<file path="src/rtl/alu_cmd_framer_if.sv">
// Bundles the UART byte streams, adder operand/result bus and framer status lines.
// slave is the framer side; master is the surrounding UART/adder/test side.
interface alu_cmd_framer_if #(
    parameter int unsigned N = 16
) ();

    logic [7:0]   rx_data;
    logic         rx_valid;
    logic [N-1:0] op_a;
    logic [N-1:0] op_b;
    logic [N-1:0] alu_result;
    logic [3:0]   alu_flags;
    logic [7:0]   tx_data;
    logic         tx_valid;
    logic         tx_ready;
    logic         busy;
    logic         frame_err;

    modport slave (
        input  rx_data, rx_valid, alu_result, alu_flags, tx_ready,
        output op_a, op_b, tx_data, tx_valid, busy, frame_err
    );

    modport master (
        output rx_data, rx_valid, alu_result, alu_flags, tx_ready,
        input  op_a, op_b, tx_data, tx_valid, busy, frame_err
    );

endinterface

</file>
<file path="src/rtl/alu_cmd_framer.sv">
// Byte framer between UART RX/TX and the N-bit adder: header hunt, operand assembly, response.
// Define ALU_FRAME_CKSUM_EN to add an XOR checksum byte to both request and response.
module alu_cmd_framer #(
    parameter int unsigned N       = 16,
    parameter logic [7:0]  HEADER  = 8'hA5,
    parameter int unsigned TIMEOUT = 100000
) (
    input logic             clk,
    input logic             rst_n,
    alu_cmd_framer_if.slave bus
);

    localparam int unsigned OpBytes = N / 8;
`ifdef ALU_FRAME_CKSUM_EN
    localparam int unsigned ReqBytes = 2 * OpBytes + 1;
    localparam int unsigned RspBytes = OpBytes + 2;
    localparam int unsigned ShW      = 2 * N;
`else
    localparam int unsigned ReqBytes = 2 * OpBytes;
    localparam int unsigned RspBytes = OpBytes + 1;
    localparam int unsigned ShW      = 2 * N - 8;
`endif
    localparam int unsigned CntW = $clog2(ReqBytes + 1);
    localparam int unsigned TmoW = $clog2(TIMEOUT + 1);
    localparam int unsigned RspW = RspBytes * 8;

    localparam logic [CntW-1:0] LastReq = CntW'(ReqBytes - 1);
    localparam logic [CntW-1:0] LastRsp = CntW'(RspBytes - 1);
    localparam logic [TmoW-1:0] TmoLast = TmoW'(TIMEOUT - 1);

    typedef enum logic [1:0] {StIdle, StRxOps, StExec, StTx} state_e;

    state_e          state_q;
    logic [ShW-1:0]  shift_q;
    logic [CntW-1:0] byte_cnt_q;
    logic [TmoW-1:0] tmo_q;
    logic [N-1:0]    op_a_q;
    logic [N-1:0]    op_b_q;
    logic [RspW-1:0] rsp_q;
    logic [RspW-1:0] rsp_nxt;
    logic [7:0]      tx_data_q;
    logic            tx_valid_q;
    logic            frame_err_q;

`ifdef ALU_FRAME_CKSUM_EN
    logic [7:0] cks_q;
    logic [7:0] rsp_cks;

    always_comb begin
        rsp_cks = {4'b0000, bus.alu_flags};
        for (int i = 0; i < int'(OpBytes); i++) begin
            rsp_cks = rsp_cks ^ bus.alu_result[i*8 +: 8];
        end
        rsp_nxt = {bus.alu_result, 4'b0000, bus.alu_flags, rsp_cks};
    end
`else
    // Shadow holds all but the final operand byte; the final byte is taken straight from rx_data.
    logic [2*N-1:0] req_w;

    assign req_w   = {shift_q, bus.rx_data};
    assign rsp_nxt = {bus.alu_result, 4'b0000, bus.alu_flags};
`endif

    always_ff @(posedge clk or negedge rst_n) begin
        if (!rst_n) begin
            state_q     <= StIdle;
            shift_q     <= '0;
            byte_cnt_q  <= '0;
            tmo_q       <= '0;
            op_a_q      <= '0;
            op_b_q      <= '0;
            rsp_q       <= '0;
            tx_data_q   <= 8'h00;
            tx_valid_q  <= 1'b0;
            frame_err_q <= 1'b0;
`ifdef ALU_FRAME_CKSUM_EN
            cks_q       <= 8'h00;
`endif
        end else begin
            frame_err_q <= 1'b0;
            unique case (state_q)
                StIdle: begin
                    if (bus.rx_valid && bus.rx_data == HEADER) begin
                        state_q    <= StRxOps;
                        byte_cnt_q <= '0;
                        tmo_q      <= '0;
`ifdef ALU_FRAME_CKSUM_EN
                        cks_q      <= 8'h00;
`endif
                    end
                end

                StRxOps: begin
                    if (bus.rx_valid) begin
                        tmo_q <= '0;
                        if (byte_cnt_q == LastReq) begin
                            byte_cnt_q <= '0;
`ifdef ALU_FRAME_CKSUM_EN
                            if (bus.rx_data == cks_q) begin
                                op_a_q  <= shift_q[2*N-1:N];
                                op_b_q  <= shift_q[N-1:0];
                                state_q <= StExec;
                            end else begin
                                frame_err_q <= 1'b1;
                                state_q     <= StIdle;
                            end
`else
                            op_a_q  <= req_w[2*N-1:N];
                            op_b_q  <= req_w[N-1:0];
                            state_q <= StExec;
`endif
                        end else begin
                            byte_cnt_q <= byte_cnt_q + CntW'(1);
`ifdef ALU_FRAME_CKSUM_EN
                            shift_q    <= {shift_q[ShW-9:0], bus.rx_data};
                            cks_q      <= cks_q ^ bus.rx_data;
`else
                            shift_q    <= req_w[ShW-1:0];
`endif
                        end
                    end else if (tmo_q == TmoLast) begin
                        // Partial frame is abandoned; operands keep their last good values.
                        frame_err_q <= 1'b1;
                        tmo_q       <= '0;
                        state_q     <= StIdle;
                    end else begin
                        tmo_q <= tmo_q + TmoW'(1);
                    end
                end

                StExec: begin
                    if (bus.rx_valid) begin
                        frame_err_q <= 1'b1;
                    end
                    tx_data_q  <= rsp_nxt[RspW-1 -: 8];
                    rsp_q      <= rsp_nxt << 8;
                    tx_valid_q <= 1'b1;
                    byte_cnt_q <= '0;
                    state_q    <= StTx;
                end

                StTx: begin
                    if (bus.rx_valid) begin
                        frame_err_q <= 1'b1;
                    end
                    if (tx_valid_q && bus.tx_ready) begin
                        if (byte_cnt_q == LastRsp) begin
                            tx_valid_q <= 1'b0;
                            state_q    <= StIdle;
                        end else begin
                            tx_data_q  <= rsp_q[RspW-1 -: 8];
                            rsp_q      <= rsp_q << 8;
                            byte_cnt_q <= byte_cnt_q + CntW'(1);
                        end
                    end
                end
            endcase
        end
    end

    assign bus.op_a      = op_a_q;
    assign bus.op_b      = op_b_q;
    assign bus.tx_data   = tx_data_q;
    assign bus.tx_valid  = tx_valid_q;
    assign bus.busy      = (state_q != StIdle);
    assign bus.frame_err = frame_err_q;

endmodule

</file>
<file path="src/flat_wrapper.sv">
// flat-port wrapper written by rule: the top's interface ports become plain ports
module alu_cmd_framer_flat 
#(
    parameter int unsigned N       = 16,
    parameter logic [7:0]  HEADER  = 8'hA5,
    parameter int unsigned TIMEOUT = 100000
)
  (clk, rst_n, bus_rx_data, bus_rx_valid, bus_alu_result, bus_alu_flags, bus_tx_ready, bus_op_a, bus_op_b, bus_tx_data, bus_tx_valid, bus_busy, bus_frame_err);
  alu_cmd_framer_if #(.N(N)) bus_i ();
  input logic clk;
  input logic rst_n;
  input wire logic [$bits(bus_i.rx_data)-1:0] bus_rx_data;
  input wire logic [$bits(bus_i.rx_valid)-1:0] bus_rx_valid;
  input wire logic [$bits(bus_i.alu_result)-1:0] bus_alu_result;
  input wire logic [$bits(bus_i.alu_flags)-1:0] bus_alu_flags;
  input wire logic [$bits(bus_i.tx_ready)-1:0] bus_tx_ready;
  output wire logic [$bits(bus_i.op_a)-1:0] bus_op_a;
  output wire logic [$bits(bus_i.op_b)-1:0] bus_op_b;
  output wire logic [$bits(bus_i.tx_data)-1:0] bus_tx_data;
  output wire logic [$bits(bus_i.tx_valid)-1:0] bus_tx_valid;
  output wire logic [$bits(bus_i.busy)-1:0] bus_busy;
  output wire logic [$bits(bus_i.frame_err)-1:0] bus_frame_err;
  assign bus_i.rx_data = bus_rx_data;
  assign bus_i.rx_valid = bus_rx_valid;
  assign bus_i.alu_result = bus_alu_result;
  assign bus_i.alu_flags = bus_alu_flags;
  assign bus_i.tx_ready = bus_tx_ready;
  assign bus_op_a = bus_i.op_a;
  assign bus_op_b = bus_i.op_b;
  assign bus_tx_data = bus_i.tx_data;
  assign bus_tx_valid = bus_i.tx_valid;
  assign bus_busy = bus_i.busy;
  assign bus_frame_err = bus_i.frame_err;
  alu_cmd_framer #(.N(N), .HEADER(HEADER), .TIMEOUT(TIMEOUT)) u_core (.clk(clk), .rst_n(rst_n), .bus(bus_i));
endmodule
</file>
<file path="config.mk">
export PLATFORM = sky130hd
export DESIGN_NAME = alu_cmd_framer_flat
export DESIGN_NICKNAME = d
export VERILOG_FILES = /design/src/rtl/alu_cmd_framer_if.sv /design/src/rtl/alu_cmd_framer.sv /design/src/flat_wrapper.sv
export SDC_FILE = /design/constraint.sdc
export NUM_CORES = 1
export LEC_CHECK = 0
export CAP_MARGIN = 20
export CORE_ASPECT_RATIO = 1.2
export CORE_UTILIZATION = 57
export DETAILED_ROUTE_END_ITERATION = 10
export PLACE_DENSITY_LB_ADDON = 0.2
export SYNTH_ARGS = -nofsm -noshare
export SYNTH_HDL_FRONTEND = slang
export SYNTH_SLANG_ARGS = --single-unit
</file>
<file path="constraint.sdc">
create_clock -name clk -period 5.3 [get_ports clk]
set_input_delay 0.53 -clock clk [delete_from_list [all_inputs] [get_ports clk]]
set_output_delay 0.53 -clock clk [all_outputs]
set_load 0.02 [all_outputs]
</file>
==> impl_metrics.ini, run 1 <==
[worst_setup_path]
cp-start-kind = flop
critical_path_class = reg2out
required_ns = 4.77
r2r_start = u_core.byte_cnt_q[0]$_DFFE_PN0P_
critPathCaptureType = output pin
crit_arrival_ns = 1.85
crit_fanout = 10

[power_and_ir_drop]
p_per_area_mw_per_mm2 = 546.9
ir_worst_vdd_uv = 380.9
p_total_mw = 2.906
cellLeakagePower_nw = 2.379

[worst_hold_path]
hp-class = in2async

[placement]
port_buffers = 74
place_inst = 502
dpl_cell_area_mm2 = 0.005131
detailed_place_hpwl_um = 5722
place.gp.congestion = 0.8184

[route]
drc_errors = 0
first_pass_iters = 4
ant_nets = 0
num_vias = 3006
post_drt_wl_per_cell_um = 16.03
vias_per_cell = 5.814
drt_iter0_drc = 126
finalWirelength_um = 8285

[finish]
drive_above_1_share_pct = 19.67
utilization_pct = 72.61
stdcell_count = 517
final-seq-area_mm2 = 0.002502
nets = 460
synthToLayoutAreaGrowth_pct = 22.82
multi_input_comb_area_mm2 = 0.001710
fin_area_mm2 = 0.005313
fillers = 525
num_antenna_cells = 0

[sta]
fin_setup_tns_ns = 0
hold_viol = 0
fin_crit_sh_pct = 44.97
fin_worst_skew_ns = 0.01265
period_minus_slack_ns = 2.383
setup_viol = 0
finalMaxSlewViolations = 0
worst_pin_slew_ns = 1.053
grt_setup_unrepaired = false
relSlewSlack_pct = 29.76
fmax_mhz = 419.6

[logic_synthesis]
synth.most_common_cell = dfrtp_1
synth-main-ff-cell = dfrtp_1
netlist_top_cells_count = 100 x dfrtp_1, 55 x mux2_2, 25 x nand2_1, 25 x o21ai_0
synth_seq_area_share_pct = 57.85
synth_top_area_share_pct = 57.85
yosysTopAreaCell = dfrtp_1
ys_ff_latch = 100
syn_inst = 348
synthArstFlopShare_pct = 100.0
syn_avg_cell_area_um2 = 12.43
synth_nets = 385
ys_top_cells_by_area = dfrtp_1 58%, mux2_2 14%, mux2i_1 3.0%, o21ai_0 2.9%, nand2_1 2.2%
synth-edff-count = 0
ys_types = 42
synthesis.area_mm2 = 0.004325
yosys_warnings = 0

[clocking]
h-tree-depth = 3
cts-root-buf = clkbuf_8
clock-sinks = 100
clk_pin_slew_worst_paths_ns = 0.10
cts_hold_buf = 0
post-cts-setup-buffers = 0
cts.path.max_buffers = 2
insertion_delay_ns = 0.37
cts_resized = 0
numCtsBuffers = 9
cts_tree = yes

[run_status]
status = finished clean

[grt]
grt_max_degree = 53
grt_usage_pct = 22.92
grt_pass1_wl_um = 13800
antenna_found_initial = 0
grt_pass1_vias = 2921
grt.overflow.total = 0

[floorplan]
fp.dieArea_mm2 = 0.007942
io_pins = 75
fp.dieH_um = 97.43
die-width_um = 81.52
core_mm2 = 0.007317
initial_core_util_pct = 59.11
placementRows = 34

[flow_run]
cap_viol_max_count = 0
[placed cells by master, fill, tap and decap left out, drive strengths merged]
cell | Yosys | routed
dfrtp | 100 | 100
clkdlybuf4s50 | 0 | 73
mux2 | 57 | 57
o21ai | 30 | 30
nand2 | 26 | 26
inv | 12 | 15
nor2 | 13 | 13
mux2i | 13 | 13
nand3 | 11 | 11
a21oi | 9 | 9
a22o | 9 | 9
clkbuf | 4 | 9
nor4 | 7 | 7
a31oi | 6 | 6
or3 | 6 | 6
a21o | 6 | 6
ha | 5 | 5
nand4 | 4 | 4
buf | 9 | 4
clkinv | 0 | 3
nor2b | 2 | 2
nand4bb | 2 | 2
nor3b | 2 | 2
a211oi | 2 | 2
nor3 | 2 | 2
nor4b | 1 | 1
and4 | 1 | 1
and2 | 1 | 1
o22ai | 1 | 1
a41oi | 1 | 1
a41o | 1 | 1
a31o | 1 | 1
a311oi | 1 | 1
a22oi | 1 | 1
or2 | 1 | 1
o211a | 1 | 1
[logic make-up (layout without fill, tap and decap cells)]
| family | count (synthesis) | count (layout) | share of synthesized area, % |
|---|---|---|---|
| fa+ha+maj | 5 | 5 | 1.446 |
| compound gates | 69 | 69 | 10.15 |
| mux | 70 | 70 | 17.85 |
| flops | 100 | 100 | 57.85 |
| buf+inv | 25 | 104 | 2.690 |
| simple gates | 79 | 79 | 10.01 |
[state kept, by name (all words and copies together) (netlist names), 3 cells and up, named ones only]
signal	count
u_core.bus.op_a	16
u_core.bus.op_b	16
u_core.bus.tx_data	8
u_core.byte_cnt_q	3
u_core.rsp_q	12
u_core.shift_q	24
u_core.tmo_q	17
[worst max-delay path, cell delays in order (launching register included)]
cell             delay (ns)
dfrtp_1                0.57
inv_2                  0.18
nand2_1                0.10
clkdlybuf4s50_1        0.63
[per-stage QoR]
step / hold WS (ns) / setup slack [ns]
finish: 0.1583 / 2.917
global placement: 0.4606 / 2.914
CTS: 0.1717 / 2.918
detailed placement: 0.4696 / 2.838
floorplan: 0.2344 / 3.378
global route: 0.2088 / 2.835
[routing by layer]
metal	up-vias	global-route usage, %	share of wire, %	wire, µm
li1	1416	-	-	-
met1	1488	30.11	42	3493
met2	90	35.45	49	4095
met3	12	7.606	6.9	569
met4	0	7.555	1.5	127
met5	-	0	0	0
[cell type report]
| cell class | instances | share of cell area (%) |
|---|---|---|
| clock buffer | 9 | 2.332 |
| clock inverter | 6 | 1.083 |
| inverter | 12 | 0.8479 |
| multi-input combinational | 223 | 32.19 |
| sequential | 100 | 47.10 |
| tap | 90 | 2.120 |
| timing repair buffer | 77 | 14.32 |
[power by group]
group | internal, mW | total (mW) | switching, mW
clock network | 0.179 | 0.460 | 0.281
registers | 1.06 | 1.25 | 0.192
logic | 0.606 | 1.19 | 0.588
[path summary, 6_finish.rpt]
path                                                     endpoint  slack [ns]  cells past startpoint
worst max-delay path                                     bus_busy        2.92                      3
worst min-delay path                  u_core.tmo_q[6]$_DFFE_PN0P_        0.16                      1
worst max register to register  u_core.bus.tx_data[6]$_DFFE_PN0P_        3.14                      6
worst min register to register  u_core.bus.tx_data[1]$_DFFE_PN0P_        0.48                      2
max in group asynchronous          u_core.shift_q[10]$_DFFE_PN0P_        4.09                      2
min in group clk                u_core.bus.tx_data[1]$_DFFE_PN0P_        0.48                      2
Note: power is estimated with default switching activity, not from simulation.
==> inputs of run 2 (changes only) <==
--- a/config.mk
+++ b/config.mk
@@ -7,7 +7,7 @@
 export LEC_CHECK = 0
 export CAP_MARGIN = 20
 export CORE_ASPECT_RATIO = 1.2
-export CORE_UTILIZATION = 57
+export CORE_UTILIZATION = 47
 export DETAILED_ROUTE_END_ITERATION = 10
 export PLACE_DENSITY_LB_ADDON = 0.2
 export SYNTH_ARGS = -nofsm -noshare
==> constraint.sdc (replaced) <==
create_clock -name clk -period 1.9 [get_ports clk]
set_input_delay 0.19 -clock clk [delete_from_list [all_inputs] [get_ports clk]]
set_output_delay 0.19 -clock clk [all_outputs]
set_load 0.02 [all_outputs]
==> impl_metrics.ini, run 2 (synthesis gave the netlist of run 1 again) <==
[run_status]
status = finished clean

[sta]
grt_setup_unrepaired = true
setup_viol = 0
hold_viol = 0
whs_ns = 0.3404
relSlewSlack_pct = 56.44
finalMaxSlewViolations = 0
period_minus_slack_ns = 1.847
fin_worst_skew_ns = 0.009272
fin_setup_tns_ns = 0
fin_crit_sh_pct = 97.22
worst_pin_slew_ns = 0.6511
fmax_mhz = 541.4

[clocking]
numCtsBuffers = 9
cts-root-buf = clkbuf_8
clock-sinks = 100
clk_pin_slew_worst_paths_ns = 0.10
cts_tree = yes
insertion_delay_ns = 0.37
cts.path.max_buffers = 2
h-tree-depth = 3

[worst_setup_path]
critical_path_class = reg2reg
required_ns = 2.16
crit_fanout = 26
crit_arrival_ns = 2.10
cp-start-kind = flop
critPathCaptureType = flop

[finish]
largest_reg_flops = 24
largestRegisters = u_core.shift_q: 24 flops, u_core.tmo_q: 17 flops
stdcell_count = 575
final_cell_mix = 100 x dfrtp_1, 72 x clkdlybuf4s50_1, 55 x mux2_2
final_common_cell = dfrtp_1
drive_above_1_share_pct = 25.27
fin_area_mm2 = 0.005647
top_register = u_core.shift_q
synthToLayoutAreaGrowth_pct = 30.55
num_antenna_cells = 0
nets = 487
fillers = 714

[worst_hold_path]
hp-class = in2async

[route]
ant_nets = 0
vias_per_cell = 5.381
top_layer = met4
finalWirelength_um = 8856
wl_met3_um = 545
drc_errors = 0
num_vias = 3094
first_pass_iters = 4
post_drt_wl_per_cell_um = 15.40
drt-met1-wl_um = 3891
drt_iter0_drc = 128
dr_wl_met2_um = 4213

[floorplan]
initial_core_util_pct = 48.13
fp.dieH_um = 107.1
die-width_um = 89.58
io_pins = 75
core_mm2 = 0.008986
fp.dieArea_mm2 = 0.009593
placementRows = 38

[power_and_ir_drop]
ir_worst_vdd_uv = 936.3
p_int_mw = 5.475
switching_power_mw = 2.994
cellLeakagePower_nw = 2.528
combPwrFrac_pct = 43.1
switching_share_pct = 35.35
seq_power_share_pct = 40.5
clkPwrFrac_pct = 16.4
p_per_area_mw_per_mm2 = 1500

[placement]
port_buffers = 74
place.gp.congestion = 0.8221
place_inst = 558
dpl_cell_area_mm2 = 0.005429
detailed_place_hpwl_um = 6051

[grt]
grt_max_degree = 42
antenna_found_initial = 0
grt_usage_pct = 20.21
grt_pass1_vias = 3199
grt.overflow.total = 0
grt_pass1_wl_um = 14800

[flow_run]
cap_viol_max_count = 0
[run 2: cell type report]
cell class                      instances  area (µm²)  share of cell area, %
Clock inverter                          6       71.32                  1.263
Clock buffer                           10       127.6                  2.260
Timing Repair Buffer                  104        1015                  17.97
Sequential cell                       100        2502                  44.32
Inverter                               12       45.04                 0.7977
Tap cell                              120       150.1                  2.659
Multi-Input combinational cell        223        1735                  30.73
[run 2: worst paths after layout]
path | from | end | slack, ns | cells past startpoint
min in group clk | bus_alu_result[4] | u_core.rsp_q[20]$_DFFE_PN0P_ | 0.42 | 2
worst max register to register | u_core.byte_cnt_q[0]$_DFFE_PN0P_ | u_core.shift_q[1]$_DFFE_PN0P_ | 0.05 | 5
worst min register to register | u_core.bus.tx_data[4]$_DFFE_PN0P_ | u_core.bus.tx_data[4]$_DFFE_PN0P_ | 0.48 | 2
worst max-delay path | u_core.byte_cnt_q[0]$_DFFE_PN0P_ | u_core.shift_q[1]$_DFFE_PN0P_ | 0.05 | 5
max in group asynchronous | rst_n | u_core.shift_q[7]$_DFFE_PN0P_ | 0.90 | 3
worst min-delay path | rst_n | u_core.rsp_q[20]$_DFFE_PN0P_ | 0.34 | 2
[run 2: layer usage]
metal,global-route usage (%),vias up
met5,0,-
met4,9.524,0
li1,-,1463
met1,25.38,1533
met2,32.20,80
met3,5.312,18
[run 2: timing repair]
| action | CTS | global route |
|---|---|---|
| gates resized for setup | 2 | 2 |
| hold buffers | 1 | 0 |
| endpoints found under the setup margin | 2 | 6 |
| setup buffers | 0 | 0 |
| hold endpoints to repair | 39 | 0 |
[run 2: per-stage QoR]
step / power [mW] / util [%] / worst slack (ns)
after global placement: 7.042 / 60.41 / 0.06608
final: 8.470 / 62.84 / 0.05288
after global routing: 9.040 / 62.84 / -0.003199
after detailed placement: 7.153 / 60.41 / -0.005098
after floorplan: 5.608 / - / -0.01956
after CTS: 8.563 / 62.74 / 0.04507
[run 2: critical path, cell delays in order (launching register included)]
cell and delay [ns]:
dfrtp_1 0.44, ha_2 0.22, ha_4 0.18, nor4_4 0.31
buf_12 0.23, mux2_2 0.35
[run 2: power groups by stage]
stage / clock network [mW] / registers (mW) / logic [mW]
floorplan: 0 / 3.84 / 1.77
global placement: 0 / 3.43 / 3.61
detailed placement: 0 / 3.48 / 3.68
CTS: 1.43 / 3.44 / 3.70
global route: 1.51 / 3.54 / 4.00
finish: 1.39 / 3.43 / 3.65
==> inputs of run 3 (changes only) <==
--- a/config.mk
+++ b/config.mk
@@ -6,7 +6,6 @@
 export NUM_CORES = 1
 export LEC_CHECK = 0
 export CAP_MARGIN = 20
-export CORE_ASPECT_RATIO = 1.2
 export CORE_UTILIZATION = 47
 export DETAILED_ROUTE_END_ITERATION = 10
 export PLACE_DENSITY_LB_ADDON = 0.2
==> impl_metrics.ini, run 3 (synthesis gave the netlist of run 1 again) <==
[worst_setup_path]
crit_arrival_ns = 2.08
critPathTopFamily = flip-flops
worst-path-buf-inv = 2
critPathCaptureType = flop
slowest_stage = dfrtp_1
crit_fanout = 13
crit_cells = 6
required_ns = 2.15
r2r.worst_path.cells = 6
crit_chain = ha_2 > ha_4 > nor4_4 > buf_4 > clkbuf_16 > mux2_2
cp-start-kind = flop
cpPeakStageDelay_ns = 0.41
critical_path_class = reg2reg

[clocking]
h-tree-depth = 3
cts.path.max_buffers = 2
numCtsBuffers = 9
clock-sinks = 100
cts_tree = yes
cts-root-buf = clkbuf_8
insertion_delay_ns = 0.37
clk_pin_slew_worst_paths_ns = 0.10

[grt]
grt_pass1_vias = 3273
grtUsageMet2_pct = 33.59
grt.overflow.total = 0
globalRouteMet1Util_pct = 27.41
grt_pass1_wl_um = 15800
grt_max_degree = 45
top_usage_layer = met2
antenna_found_initial = 0
grt_usage_pct = 20.80
grtUsageMet3_pct = 4.939

[power_and_ir_drop]
cellLeakagePower_nw = 2.593
p_total_mw = 8.849
p_per_area_mw_per_mm2 = 1539
ir_worst_vdd_uv = 864.8

[finish]
final_cell_mix = 100 x dfrtp_1, 72 x clkdlybuf4s50_1, 55 x mux2_2
final-seq-area_mm2 = 0.002502
utilization_pct = 65.30
nets = 492
multi_input_comb_area_mm2 = 0.001753
top_register = u_core.shift_q
stdcell_count = 567
largestRegisters = u_core.shift_q: 24 flops, u_core.tmo_q: 17 flops
fillers = 695
final_common_cell = dfrtp_1
synthToLayoutAreaGrowth_pct = 32.95
num_antenna_cells = 0
largest_reg_flops = 24
drive_above_1_share_pct = 26.36

[sta]
relSlewSlack_pct = 65.86
setup_viol = 0
fin_worst_skew_ns = 0.01713
period_minus_slack_ns = 1.838
fin_crit_sh_pct = 96.75
hold_viol = 0
finalMaxSlewViolations = 0
grt_setup_unrepaired = false
fmax_mhz = 544.0
worst_pin_slew_ns = 0.5121

[floorplan]
placementRows = 34
die-width_um = 97.93
io_pins = 75
fp.dieH_um = 97.93
fp.dieArea_mm2 = 0.009590
initial_core_util_pct = 49.12
core_mm2 = 0.008806

[route]
vias_per_cell = 5.496
drt_iter0_drc = 106
drc_errors = 3
first_pass_iters = 8
ant_nets = 0
num_vias = 3116
post_drt_wl_per_cell_um = 16.33
finalWirelength_um = 9261

[flow_run]
cap_viol_max_count = 0

[run_status]
violations = design-rule violations
status = complete, but fails checks

[worst_hold_path]
hp-class = in2async

[placement]
port_buffers = 74
place.gp.congestion = 0.8433
detailed_place_hpwl_um = 6393
place_inst = 549
==> run 3: changes by cell type in the layout (fill, tap and decap cells not counted), sizes merged <==
| cell | previous run | this run |
|---|---|---|
| buf | 30 | 34 |
| bufinv | 1 | 3 |
| clkbuf | 10 | 11 |
| clkinvlp | 2 | 0 |
| inv | 14 | 13 |
==> run 3: final timing paths <==
check                                                     to                               from  slack [ns]
min reg2reg                u_core.bus.tx_data[1]$_DFFE_PN0P_  u_core.bus.tx_data[1]$_DFFE_PN0P_        0.49
min in group clk                u_core.rsp_q[20]$_DFFE_PN0P_                  bus_alu_result[4]        0.41
min                        u_core.bus.tx_data[5]$_DFFE_PN0P_                              rst_n        0.33
max                            u_core.shift_q[0]$_DFFE_PN0P_   u_core.byte_cnt_q[1]$_DFFE_PN0P_        0.06
max in group asynchronous        u_core.tmo_q[0]$_DFFE_PN0P_                              rst_n        0.94
max reg2reg                    u_core.shift_q[0]$_DFFE_PN0P_   u_core.byte_cnt_q[1]$_DFFE_PN0P_        0.06
==> run 3: report_power, final <==
group          internal [mW]  switching, mW
logic                   1.97           1.81
registers               2.96          0.468
clock network          0.911          0.730
total                   5.84           3.01
==> run 3: what timing repair did <==
| item | in CTS | in global routing |
|---|---|---|
| setup endpoints to repair | 12 | 25 |
| buffers inserted | 0 | 1 |
| hold endpoints to repair | 37 | 0 |
| cloned | 0 | 1 |
| gates resized for setup | 3 | 3 |
| hold buffers | 1 | 0 |
| pin swaps | 0 | 1 |
==> run 3: cell type report <==
type / instances / share of cell area (%)
clock inverter: 5 / 1.871
multi-input combinational: 223 / 30.48
tap: 108 / 2.350
inverter: 12 / 0.7833
timing repair buffer: 109 / 18.60
sequential: 100 / 43.52
clock buffer: 10 / 2.393
==> run 3: metrics by stage <==
stage / hold WS, ns / setup TNS [ns] / worst slack (ns) / area (µm²)
global placement: 0.1921 / 0 / 0.001481 / 5436
floorplan: -0.1056 / -0.1565 / -0.01956 / 4344
finish: 0.3255 / 0 / 0.06168 / 5751
CTS: 0.3434 / 0 / 0.04965 / 5703
global route: 0.3632 / 0 / 0.005867 / 5751
detailed placement: 0.2061 / -0.4956 / -0.1010 / 5436
==> run 3: routing by layer <==
layer	wire length, µm	vias to the layer above	part of all wire, %
met5	0	-	0
met4	147	0	1.6
met3	507	15	5.5
met2	4429	68	48
met1	4176	1553	45
li1	-	1480	-
==> RTL edit 1: new RTL, settings of run 2 <==
The option `ALU_FRAME_CKSUM_EN` is turned on by a define.
--- a/src/rtl/alu_cmd_framer.sv
+++ b/src/rtl/alu_cmd_framer.sv
@@ -1,5 +1,7 @@
 // Byte framer between UART RX/TX and the N-bit adder: header hunt, operand assembly, response.
 // Define ALU_FRAME_CKSUM_EN to add an XOR checksum byte to both request and response.
+`define ALU_FRAME_CKSUM_EN
+
 module alu_cmd_framer #(
     parameter int unsigned N       = 16,
     parameter logic [7:0]  HEADER  = 8'hA5,
Check against the original RTL: not equivalent (a bounded check fails within 10 cycles, from zero or initial values and one cycle with rst_n low).
==> RTL edit 1 against run 2 <==
The flow now finishes with violations (negative setup slack). Final area is 38% higher. Area after synthesis increased by 35%. Wire length up 43%. Critical endpoint is now u_core.tmo_q[6]. Synthesized cell count is 56% higher. Power increased by 2.0%. Worst setup slack got worse by 0.11 ns. Clock skew decreased by 0.0029 ns. Sequential cell count rose by 28.
==> RTL edit 1: results (changes against run 2) <==
Global route
  • Met3 Track Usage GR: 0.03663 (-0.01649)
  • Vias in the first global route: 4502 (+41%)
  • Met2 Use GR: 0.3746 (+0.05261)
  • GRT Util Overall: 0.2083 (+0.006213)
  • Grt ovf: 0 (unchanged)
  • GR met1 Demand/Resource: 0.2532 (-0.0005804)
  • First-pass GRT wire length: 21190 microns (+43%)
  • Largest net degree at the start of global routing: 53 (+26%)

CTS
  • H-Tree Depth: 4 (+1)
  • Clock root buffer: clkbuf_16
  • Latest clock arrival within the worst-skew pair: 0.41 ns (+0.04 ns)
  • Clock transition at the registers of the reported paths: 0.06 ns (-0.04 ns)
  • Post-CTS Resized: 5 (+3)
  • Post-CTS setup buffers: 2 (+2)

Logic synthesis
  • Cell variety after synth: 57 (+36%)
  • Seq/Total Area, Yosys: 0.5484 (-0.03012)
  • Synth top area cells: dfrtp_1 (55%), nand2_1 (8.4%), mux2_2 (6.7%)
  • Most frequent cells after synthesis: nand2_1 (131), dfrtp_1 (128), mux2_2 (35)
  • Net Count, Synth: 578 (+50%)

Cells and area
  • Final #Nets: 694 (+43%)
  • Fill cells: 967 (+35%)
  • Top flop regs: u_core.shift_q: 32 flops, u_core.rsp_q: 24 flops, u_core.tmo_q: 17 flops
  • Share of cells above drive strength 1: 0.2027 (-0.05006)

STA
  • PnR worst setup slack: -0.05269 ns (-0.1056 ns)
  • Rel. slew slack: 0.6788 (+0.1144)
  • Clk_skew: 0.006335 ns (-0.002936 ns)
  • Final-report setup violation count: 6 (+6)

Pwr
  • Peak supply drop: 0.6155 mV (-34%)
  • P_clk: 3.31 mW (+140%)
  • Net load switching power: 2.569 mW (-14%)
  • Comb. pwr: 1.68 mW (-54%)
  • Tot Pwr: 8.639 mW (+2.0%)
  • Leak: 3.768 nW (+49%)

Critical path
  • Worst R2R Setup Slack: -0.05 ns (-0.11 ns)
  • Data arrival time of the worst path: 2.24 ns (+0.14 ns)
  • Crit-path leading delay family: simple AND/OR/NAND/NOR gates
  • Critical-path top delay cell: or4b_4
  • Worst stage delay on the critical path: 0.55 ns (+0.11 ns)
  • Launch point of the worst reg-to-reg path: u_core.tmo_q[8]
  • Critical Path Fanout Max: 7 (-73%)

Drt
  • Metal2 WL: 6516 microns (+55%)
  • Final Routed Wirelength: 12680 microns (+43%)
  • Total number of vias: 4439 (+43%)
  • Met3 routed WL: 390 microns (-28%)
  • Met1 wire length: 5597 microns (+44%)
  • Drt initial violations: 194 (+52%)

Placed design
  • Dpl hpwl: 8372 microns (+38%)

Outcome
  • Status: finished with violations
  • Failing checks: negative setup slack
==> RTL edit 1: changes by cell type after synthesis, sizes merged, moves of 6 or more <==
cell | run 2 | this run
nand2 | 26 | 131
dfrtp | 100 | 128
mux2 | 57 | 35
clkbuf | 4 | 22
xor2 | 0 | 12
nand2b | 0 | 9
mux2i | 13 | 21
o21ai | 30 | 22
xnor2 | 0 | 8
o21a | 0 | 7
o311ai | 0 | 7
nor3 | 2 | 8
==> RTL edit 1: logic make-up (layout without fill, tap and decap cells) <==
logic type	Yosys count	after routing	share of synthesized area
fa+ha+maj	4	4	0.008569
simple gates	209	209	0.1729
buf+inv	37	166	0.02913
mux	56	56	0.1035
compound gates	88	88	0.1075
flops	128	128	0.5484
xor+xnor	20	20	0.02999
==> RTL edit 1: area by class of cell <==
class,count,area share
Tap cell,161,0.02578
Timing Repair Buffer,126,0.1601
Clock buffer,17,0.05443
Sequential cell,128,0.4099
Multi-Input combinational cell,377,0.3223
Clock inverter,15,0.02370
Inverter,8,0.003842
==> RTL edit 1: per-stage QoR <==
step / hold WS [ns] / util / worst slack (ns) / std cells / instance area [sq um]
6_report: 0.2957 / 0.6452 / -0.05269 / 832 / 7815
5_1_grt: 0.3433 / 0.6452 / -0.1099 / 832 / 7815
4_1_cts: 0.3137 / 0.6367 / -0.05344 / 829 / 7711
3_5_place_dp: 0.1809 / 0.5827 / -0.2687 / 795 / 7058
3_3_place_gp: 0.1819 / 0.5827 / -0.2659 / 795 / 7058
2_1_floorplan: -0.1056 / - / 0.01208 / 542 / 5842
==> RTL edit 1: worst reg2reg max path: stages (launching register included) <==
cell and delay (ns):
dfrtp_1 0.38, or4b_4 0.55, nor4_4 0.37, buf_6 0.18, nor2_4 0.05, a221o_1 0.31
==> RTL edit 2: new RTL, settings of run 2 <==
Without the edit above. Make the reset (`rst_n`) synchronous in one clocked block.
--- a/src/rtl/alu_cmd_framer.sv
+++ b/src/rtl/alu_cmd_framer.sv
@@ -61,7 +61,7 @@
     assign rsp_nxt = {bus.alu_result, 4'b0000, bus.alu_flags};
 `endif
 
-    always_ff @(posedge clk or negedge rst_n) begin
+    always_ff @(posedge clk) begin
         if (!rst_n) begin
             state_q     <= StIdle;
             shift_q     <= '0;
Function: differs if rst_n is asserted again (counterexample within 4 cycles, from zero or initial values and one cycle with rst_n low); with rst_n held inactive, the same outputs for 4 cycles.
==> RTL edit 2 against run 2 <==
Final area is 5.5% lower. Sequential cell count is the same. Area after synthesis decreased by 4.0%. Worst setup slack gained 0.023 ns. Global-route usage is 1.6 points higher. Wire length is 7.5% higher. Hold slack gained 0.040 ns. Core utilization fell by 0.50 points. Critical path type unchanged. Critical endpoint is now u_core.tmo_q[12]. Largest cell class unchanged.
Power is not compared: it rests on default switching activity, and its combinational part moved more than twofold at a synthesized area within 25%.
==> RTL edit 2: results (changes against run 2) <==
Outcome
  • Status: finished clean

Critical path
  • R2R depth: 7 (+2)
  • Launch point of the worst reg-to-reg path: u_core.tmo_q[0]
  • Critical-path top delay cell: dfxtp_1
  • Worst r2r dst: u_core.tmo_q[12]
  • Worst R2R Setup Slack: 0.08 ns (+0.02 ns)
  • Critical Path Fanout Max: 12 (-54%)

STA
  • Hold slack: 0.3801 ns (+0.03964 ns)
  • Rel. slew slack: 0.6201 (+0.05572)
  • Clk_skew: 0.02019 ns (+0.01092 ns)

Logic synthesis
  • Seq/Total Area, Yosys: 0.4824 (-0.09617)
  • Synth top area cells: dfxtp_1 (48%), nand2_1 (14%), a21oi_1 (8.0%)
  • Asr flop ratio synth: 0 (-1.000)
  • Most used DFF post-synth: dfxtp_1

Placed design
  • Placed Area: 5099 sq um (-6.1%)
  • RD Place Congestion: 0.8608 (+4.7%)
  • Dpl hpwl: 6560 microns (+8.4%)

Drt
  • Met3 routed WL: 277 microns (-49%)
  • Final Routed Wirelength: 9524 microns (+7.5%)
  • Metal2 WL: 4664 microns (+11%)
  • Met1 wire length: 4408 microns (+13%)
  • Drt initial violations: 227 (+77%)

Min path
  • Worst min path class: input pin to register

Global route
  • First-pass GRT wire length: 15910 microns (+7.5%)
  • Vias in the first global route: 3501 (+9.4%)
## RTL edit 2: changes by cell type after synthesis, sizes merged, moves of 12 or more
cell | before | now
mux2 | 57 | 0
a311oi | 1 | 13
a21oi | 9 | 66
o21ai | 30 | 9
nand3 | 11 | 32
nand2 | 26 | 154
clkbuf | 4 | 16
nor2 | 13 | 26
dfrtp | 100 | 0
dfxtp | 0 | 100
## RTL edit 2: layer usage
metal	GRT usage	vias to the layer above
met2	0.3494	67
li1	-	1900
met1	0.2866	1732
met3	0.03555	15
met5	0	-
met4	0.09602	0
## RTL edit 2: final cells by class
| class | count | area [sq um] | area share |
|---|---|---|---|
| Sequential cell | 100 | 2003 | 0.3752 |
| Multi-Input combinational cell | 369 | 1981 | 0.3710 |
| Timing Repair Buffer | 94 | 955.9 | 0.1790 |
| Tap cell | 117 | 146.4 | 0.02742 |
| Clock buffer | 9 | 123.9 | 0.02320 |
| Clock inverter | 7 | 91.34 | 0.01711 |
| Inverter | 10 | 37.54 | 0.007031 |
## RTL edit 2: how the worst max path moves through the flow
stage | startpoint | end | cells after the start
floorplan | u_core.byte_cnt_q[0] | u_core.bus.tx_data[0] | 9
global placement | bus_rx_valid | u_core.tmo_q[7] | 6
global route | u_core.tmo_q[0] | u_core.tmo_q[12] | 7
CTS | register | bus_busy | 3
detailed placement | bus_rx_valid | u_core.tmo_q[2] | 6
finish | u_core.tmo_q[0] | u_core.tmo_q[12] | 7
## RTL edit 2: per-stage QoR
stage / cells / setup slack [ns] / total power [mW]
floorplan: 511 / 0.2382 / 2.192
detailed placement: 690 / 0.003054 / 2.290
global route: 706 / -0.004848 / 3.763
global placement: 690 / 0.04660 / 2.287
CTS: 706 / 0.00002831 / 3.654
finish: 706 / 0.07632 / 3.628
## RTL edit 2: kinds of logic (layout without fill, tap and decap cells)
group                    count (synthesis)  in the layout  synth area share
adder cells (fa/ha/maj)                  5              5           0.01507
buffers and inverters                   42            120           0.04552
AND/OR/NAND/NOR                        244            244            0.2686
XOR/XNOR                                 3              3          0.006332
flip-flops                             100            100            0.4824
AO/OA/AOI/OAI                          111            111            0.1676
multiplexers                             6              6           0.01447
## RTL edit 2: power by group through the flow
stage | clock, mW | sequential, mW | combinational, mW
2_1_floorplan | 0 | 2.14 | 0.0492
3_3_place_gp | 0 | 2.14 | 0.144
3_5_place_dp | 0 | 2.14 | 0.146
4_1_cts | 1.41 | 2.10 | 0.146
5_1_grt | 1.51 | 2.10 | 0.157
6_report | 1.39 | 2.10 | 0.146
## RTL edit 2: repair_timing
| action | 4_1_cts | 5_1_grt |
|---|---|---|
| setup endpoints to repair | 1 | 9 |
| gates resized for setup | 1 | 5 |
| pin swaps | 0 | 0 |
